===== config.mk =====
export PLATFORM = sky130hd
export DESIGN_NAME = pwm_generate_flat
export DESIGN_NICKNAME = d
export VERILOG_FILES = /design/src/rtl/pwm_generate_if.sv /design/src/rtl/pwm_generate.sv /design/src/flat_wrapper.sv
export SDC_FILE = /design/constraint.sdc
export NUM_CORES = 1
export LEC_CHECK = 0
export BUFFER_PORTS_ARGS = -buffer_cell sky130_fd_sc_hd__buf_4
export CAP_MARGIN = 10
export CORE_MARGIN = 3
export CORE_UTILIZATION = 55
export CTS_CLUSTER_DIAMETER = 60
export DETAILED_ROUTE_END_ITERATION = 10
export PLACE_DENSITY = 0.75
export SYNTH_ARGS = -nofsm -noshare
export SYNTH_HDL_FRONTEND = slang
export SYNTH_SLANG_ARGS = --single-unit

===== constraint.sdc =====
create_clock -name clk -period 2.6 [get_ports clk]
set_input_delay 0.52 -clock clk [delete_from_list [all_inputs] [get_ports clk]]
set_output_delay 0.52 -clock clk [all_outputs]
set_load 0.05 [all_outputs]

===== src/rtl/pwm_generate_if.sv =====
// PWM generator control/status bundle.
// master: configuring agent, slave: pwm_generate.
interface pwm_generate_if #(
  parameter int WIDTH = 32
);
  logic [WIDTH-1:0] high_count;
  logic [WIDTH-1:0] low_count;
  logic             load;
  logic             enable;
  logic             signal;
  logic             period_done;
  logic             cfg_pending;

  modport master (
    output high_count,
    output low_count,
    output load,
    output enable,
    input  signal,
    input  period_done,
    input  cfg_pending
  );

  modport slave (
    input  high_count,
    input  low_count,
    input  load,
    input  enable,
    output signal,
    output period_done,
    output cfg_pending
  );
endinterface


===== src/rtl/pwm_generate.sv =====
// PWM transmitter: high for act_h cycles, low for act_l cycles.
// Settings are double-buffered and applied only at period boundaries.
module pwm_generate #(
  parameter int WIDTH = 32
) (
  input  logic          clk,
  input  logic          reset,
  pwm_generate_if.slave pwm
);

  typedef enum logic [1:0] {
    IDLE = 2'd0,
    HIGH = 2'd1,
    LOW  = 2'd2
  } state_e;

  state_e           state_q, state_d;
  logic [WIDTH-1:0] cnt_q, cnt_d;
  logic [WIDTH-1:0] act_h_q, act_h_d;
  logic [WIDTH-1:0] act_l_q, act_l_d;
  logic [WIDTH-1:0] pend_h_q, pend_h_d;
  logic [WIDTH-1:0] pend_l_q, pend_l_d;
  logic             pend_q, pend_d;
  logic             sig_q;
  logic             done_q, done_d;

  logic             h_end;
  logic             l_end;
  logic             eval;
  logic [WIDTH-1:0] nxt_h;
  logic [WIDTH-1:0] nxt_l;

  always_comb begin
    h_end = (state_q == HIGH) && (cnt_q == act_h_q);
    l_end = (state_q == LOW) && (cnt_q == act_l_q);
    eval  = ((state_q == IDLE) && pwm.enable)
          || (h_end && (act_l_q == '0))
          || l_end;
    nxt_h = pend_q ? pend_h_q : act_h_q;
    nxt_l = pend_q ? pend_l_q : act_l_q;

    state_d  = state_q;
    cnt_d    = (state_q == IDLE) ? cnt_q : cnt_q + WIDTH'(1);
    act_h_d  = act_h_q;
    act_l_d  = act_l_q;
    pend_h_d = pend_h_q;
    pend_l_d = pend_l_q;
    pend_d   = pend_q;
    done_d   = 1'b0;

    unique case (1'b1)
      eval: begin
        act_h_d = nxt_h;
        act_l_d = nxt_l;
        pend_d  = 1'b0;
        cnt_d   = WIDTH'(1);
        if ((state_q != IDLE) && !pwm.enable) begin
          state_d = IDLE;
        end else if (nxt_h != '0) begin
          state_d = HIGH;
          done_d  = 1'b1;
        end else if (nxt_l != '0) begin
          state_d = LOW;
          done_d  = 1'b1;
        end else begin
          state_d = IDLE;
        end
      end
      h_end && (act_l_q != '0): begin
        state_d = LOW;
        cnt_d   = WIDTH'(1);
      end
      default: ;
    endcase

    // A load on a boundary cycle lands after the boundary consumed pend
    if (pwm.load) begin
      pend_h_d = pwm.high_count;
      pend_l_d = pwm.low_count;
      pend_d   = 1'b1;
    end
  end

  always_ff @(posedge clk) begin
    if (reset) begin
      state_q  <= IDLE;
      cnt_q    <= '0;
      act_h_q  <= '0;
      act_l_q  <= '0;
      pend_h_q <= '0;
      pend_l_q <= '0;
      pend_q   <= 1'b0;
      sig_q    <= 1'b0;
      done_q   <= 1'b0;
    end else begin
      state_q  <= state_d;
      cnt_q    <= cnt_d;
      act_h_q  <= act_h_d;
      act_l_q  <= act_l_d;
      pend_h_q <= pend_h_d;
      pend_l_q <= pend_l_d;
      pend_q   <= pend_d;
      sig_q    <= (state_d == HIGH);
      done_q   <= done_d;
    end
  end

  assign pwm.signal      = sig_q;
  assign pwm.period_done = done_q;
  assign pwm.cfg_pending = pend_q;

endmodule


===== src/flat_wrapper.sv =====
// flat-port wrapper written by rule: the top's interface ports become plain ports
module pwm_generate_flat 
#(
  parameter int WIDTH = 32
)
  (clk, reset, pwm_high_count, pwm_low_count, pwm_load, pwm_enable, pwm_signal, pwm_period_done, pwm_cfg_pending);
  pwm_generate_if #(.WIDTH(WIDTH)) pwm_i ();
  input  logic clk;
  input  logic reset;
  input wire logic [$bits(pwm_i.high_count)-1:0] pwm_high_count;
  input wire logic [$bits(pwm_i.low_count)-1:0] pwm_low_count;
  input wire logic [$bits(pwm_i.load)-1:0] pwm_load;
  input wire logic [$bits(pwm_i.enable)-1:0] pwm_enable;
  output wire logic [$bits(pwm_i.signal)-1:0] pwm_signal;
  output wire logic [$bits(pwm_i.period_done)-1:0] pwm_period_done;
  output wire logic [$bits(pwm_i.cfg_pending)-1:0] pwm_cfg_pending;
  assign pwm_i.high_count = pwm_high_count;
  assign pwm_i.low_count = pwm_low_count;
  assign pwm_i.load = pwm_load;
  assign pwm_i.enable = pwm_enable;
  assign pwm_signal = pwm_i.signal;
  assign pwm_period_done = pwm_i.period_done;
  assign pwm_cfg_pending = pwm_i.cfg_pending;
  pwm_generate #(.WIDTH(WIDTH)) u_core (.clk(clk), .reset(reset), .pwm(pwm_i));
endmodule

; ---- Word level (Yosys, flattened, before mapping)
; Index checks and enable logic that the tools add are counted.
[op_classes]
n_lt_le_gt_ge = 0
eq_ne = 6
mul = 0
n_shift = 0
bitwise = 1
n_addsub = 1
mux = 12
div = 0
reduce_logical = 19
[ops]
columns = op, n
row1 = 32-bit nonzero test, 3
row2 = 32-bit equality test, 2
row3 = 32-bit 2-to-1 mux, 2
row4 = 32-bit by 1-bit adder with 32-bit output (second input constant), 1
row5 = 32-bit zero test, 1
row6 = 1-bit logical AND, 6
row7 = 1-bit 2-to-1 mux, 6
row8 = 2-bit 2-to-1 mux, 3
row9 = 3-bit OR reduction, 2
row10 = 2-bit by 1-bit equality test with 1-bit output (second input constant), 2
row11 = 2-bit one-hot mux with 2 select lines, 1
row12 = 2-bit nonzero test, 2
row13 = 2-bit equality test (second input constant), 1
row14 = 2-bit zero test, 1
row15 = 1-bit logical OR, 2
row16 = 2-bit inequality test (second input constant), 1
row17 = 2-bit OR reduction, 1
row18 = 1-bit zero test, 1
row19 = 1-bit NOT, 1
[totals]
in_bits = 68
mem_bits_rw = 0
mem_count = 0
latch_bits = 0
register_bits = 165
out_inout_bits = 3
rom_bits = 0
elab_cells = 49

; ---- Longest topological paths before layout
[depth]
word_depth = 7
mapped_depth = 10
depth_no_buf = 8

; ---- Worst setup path after synthesis
; No wires, ideal clock.
[synth_timing]
path_type = reg2reg
startpoint = reg u_core.pend_q (netlist: u_core.pwm.cfg_pending)
endpoint = reg u_core.state_q[1]
synth_period_minus_slack_ns = 2.248
required_ns = 2.541
arrival_ns = 2.188
path_buffers = 0
stages_incl_launch_ff = 8
setup_slack_ns = 0.352
path_cell_list = dfxtp_1 -> inv_1 -> or4_1 -> o22ai_1 -> nand3_1 -> nor3b_1 -> a211o_1 -> and3_1
[synth_via]
elab_chain_cells = 6
elab_cells_between_ends = 8
[synth_rtl]
columns = element, line_no
row1 = "start, declared", pwm_generate.sv:23  ; logic pend_q, pend_d;
row2 = "start signal, assigned", pwm_generate.sv:102  ; pend_q <= pend_d;
row3 = 32-bit 2-to-1 mux, pwm_generate.sv:40  ; nxt_l = pend_q ? pend_l_q : act_l_q;
row4 = 32-bit nonzero test, pwm_generate.sv:62  ; end else if (nxt_l != '0) begin
row5 = 2-bit 2-to-1 mux, pwm_generate.sv:62
row6 = 2-bit 2-to-1 mux (*), pwm_generate.sv:59  ; end else if (nxt_h != '0) begin
row7 = 2-bit 2-to-1 mux (*), pwm_generate.sv:57  ; if ((state_q != IDLE) && !pwm.enable) begin
row8 = 2-bit one-hot mux with 2 select lines (*), pwm_generate.sv:51  ; unique case (1'b1)
row9 = "end signal, assigned", pwm_generate.sv:96  ; state_q <= state_d;
row10 = "end, declared", pwm_generate.sv:17  ; state_e state_q, state_d;
; Every way passes the cells marked *; elsewhere a longest branch is shown, timed or not.
; A chain may end at the register's enable or synchronous reset.

; ---- Worst setup path in the final report
[layout_timing]
startpoint = reg u_core.act_l_q[23]
endpoint = reg u_core.act_l_q[19]
[layout_via]
elab_chain_cells = 4
elab_cells_between_ends = 6
[layout_rtl]
columns = element, line_no
row1 = "start, declared", pwm_generate.sv:20  ; logic [WIDTH-1:0] act_l_q, act_l_d;
row2 = "start signal, assigned", pwm_generate.sv:99  ; act_l_q <= act_l_d;
row3 = 32-bit zero test, pwm_generate.sv:37  ; || (h_end && (act_l_q == '0))
row4 = 1-bit logical AND, pwm_generate.sv:37
row5 = 1-bit logical OR, pwm_generate.sv:37
row6 = 1-bit logical OR (*), pwm_generate.sv:38  ; || l_end;
; Marks and branches as above.

==> reports/results.txt <==
EDFF count, synth = 0
CTS Buf Count = 17
GRT Util Overall = 25.22%
Sequential Power Share = 43.3%
fmax = 399.4 MHz
Tmin final = 2.504 ns
Vias = 5673
crit path kind = reg2reg
layout cells sized above 1 = 16.99%
Routed Antenna Nets = 0
Area Overhead vs Synth = 18.43%
die width = 120.7 um
Max FO, Critical Path = 64
Crit path required time = 2.90 ns
maxcap violations = 0
fin crit share = 96.31%
TNS Setup = 0 ns
TritonRoute pass-1 iters = 5
Sw Ratio = 28.06%
Syn Area/Cell = 9.643 sq um
critical path launch point type = register
Die ar. = 14560 sq um
GPL Wtd Cong = 1.000
design area = 8564 sq um
most frequent cell after synthesis = nor2_1
top post-synthesis cells by count = nor2_1, dfxtp_1, mux2i_1, xnor2_1, xor2_1
Synth Instances = 750
Pins Over Slew Limit = 0
I/O pin count = 71
Worst-Margin Slew = 0.5938 ns
pwr dens = 764.4 nW/um^2
CTS Buffer Depth = 2
LEAKAGE = 4.044 nW
initial antenna violation count = 0
CP Cell Sequence = nor4_1, nand4_1, or2_2, nor4_4, o31ai_4, buf_12, mux2i_1, nor2_1
total congestion overflow = 0
core area = 12720 sq um
skew final = 0.006676 ns
H-tree depth = 4
clk sinks = 165
RSZ-0062 raised after global routing = false
VDD IR-drop max = 481.0 uV
clock group share of total power = 37.4%
final setup fails = 0
status = completed
Vias/cell = 5.628
final wirelength = 17500 um
wire per inst = 17.36 um
CTS tree = built
worst-skew pair later-pin latency = 0.43 ns
Final #Nets = 892
Worst Setup Slack, final = 0.09607 ns
n_diodes = 0
cell area after synthesis = 7232 sq um
distinct cell type count after synthesis = 42
synth top area cells = dfxtp_1, mux2i_1, nor2_1
global-route wire length before repair = 28860 um
cell accounting for the most synthesized area = dfxtp_1
Yosys reg bits = 165
number of global-route vias before repair = 5711
Fin Hold WS = 0.3281 ns
Placement Cell Area = 7948 sq um
Syn Nets = 819
Starting Density = 56.85%
Logic pwr share = 19.3%
Remaining DRCs = 0
critical path endpoint category = register
Syn. warnings = 0
Cell Rows = 41
Seq/Total Area, Yosys = 45.67%
P_int = 0.004709 W
I/O Buffers = 70
Final Hold Vio Count = 0
Util after Layout = 67.32%
drt first-iter violations = 479
Post-synth ARST share = 0%
slowest CP cell = nor4_4
max incr delay on CP = 0.39 ns
Die H = 120.7 um
Post-synth top flop = dfxtp_1
post-synth top area share = 45.67%
Clock Tree Root = clkbuf_16
pin count of the biggest net entering global routing = 65
post-DP HPWL = 13090 um
Slew headroom = 60.41%
worst hold-check path type = in2reg
arrival time at the worst endpoint = 2.80 ns
P_sw = 0.001837 W
pre-CTS setup slack = 0.07538 ns
clk slew on worst S/H paths = 0.06 ns
==> critical path, delay by kind of cell (launching register included) <==
| family | cells | cell delay (ns) |
|---|---|---|
| and+or+nand+nor | 5 | 1.42 |
| DFF | 1 | 0.35 |
| buffers and inverters | 1 | 0.25 |
| muxes | 1 | 0.23 |
| AOI/OAI and AO/OA | 1 | 0.10 |
==> final cells by class <==
type / count / area (sq um)
fill: 1015 / 4158
multi-input combinational: 533 / 3642
sequential: 165 / 3307
timing repair buffer: 99 / 780.7
clock buffer: 23 / 498.0
tap: 172 / 215.2
clock inverter: 9 / 95.09
inverter: 7 / 26.28
==> path summary, 6_finish.rpt <==
check                                                       end  cells after the start  slack [ns]                        startpoint
worst min register to register  u_core.act_h_q[13]$_SDFFE_PP0P_                      2        0.52  u_core.pend_h_q[13]$_SDFFE_PP0P_
worst max register to register  u_core.act_l_q[19]$_SDFFE_PP0P_                      8         0.1   u_core.act_l_q[23]$_SDFFE_PP0P_
worst min-delay path            u_core.pend_l_q[6]$_SDFFE_PP0P_                      3        0.33                  pwm_low_count[6]
worst max-delay path            u_core.act_l_q[19]$_SDFFE_PP0P_                      8         0.1   u_core.act_l_q[23]$_SDFFE_PP0P_
==> power groups by stage <==
stage          clock network (W)  registers, W  logic [W]
2_1_floorplan                  0       0.00287   0.000983
3_3_place_gp                   0       0.00288    0.00121
3_5_place_dp                   0       0.00288    0.00124
4_1_cts                  0.00248       0.00283    0.00125
5_1_grt                  0.00259       0.00285    0.00138
6_report                 0.00245       0.00284    0.00126
==> state kept, by name (all words and copies together), names as in the netlist <==
signal	cells
u_core.act_h_q	32
u_core.state_q	2
u_core.pwm.period_done	1
u_core.cnt_q	32
u_core.pwm.cfg_pending	1
u_core.act_l_q	32
u_core.pend_l_q	32
u_core.pwm.signal	1
u_core.pend_h_q	32
==> kinds of logic after synthesis <==
group,Yosys count,synth area share [%]
simple gates,292,19.08
compound gates,20,1.955
buf+inv,52,4.256
flops,165,45.67
fa+ha+maj,1,0.1730
mux,128,17.72
xor+xnor,92,11.14
==> placed cells by master, fill, tap and decap left out, types with 2 or more instances in the layout <==
cell type and count:
a21oi_1 4, and2_1 2, and3_1 9, buf_12 3, buf_4 96, clkbuf_16 17
clkbuf_8 5, clkinv_4 4, clkinvlp_4 4, dfxtp_1 162, dfxtp_2 3, inv_1 7
mux2i_1 128, nand2_1 14, nand3_1 11, nand4_1 24, nor2_1 168, nor3_1 10
nor4_1 33, nor4_2 2, o21ai_0 5, o22ai_1 3, or2_2 2, or3_1 3
or4_1 5, xnor2_1 47, xor2_1 45
==> metal layers <==
metal / global-route usage [%] / vias up / share of wire [%]
li1: - / 2734 / -
met1: 34.05 / 2701 / 44
met2: 38.32 / 193 / 46
met3: 5.893 / 45 / 6.4
met4: 11.76 / 0 / 3.4
met5: 0 / - / 0
==> timing repair <==
item,4_1_cts,5_1_grt
endpoints found under the hold margin,0,0
gates resized for setup,0,5
hold buffers,0,0
setup buffers,0,1
setup endpoints to repair,0,64
==> stage by stage <==
stage | power, W | instances
2_1_floorplan | 0.003850 | 750
3_3_place_gp | 0.004091 | 975
3_5_place_dp | 0.004124 | 975
4_1_cts | 0.006561 | 1007
5_1_grt | 0.006822 | 1008
6_report | 0.006547 | 1008
(Power assumes the default switching activity.)
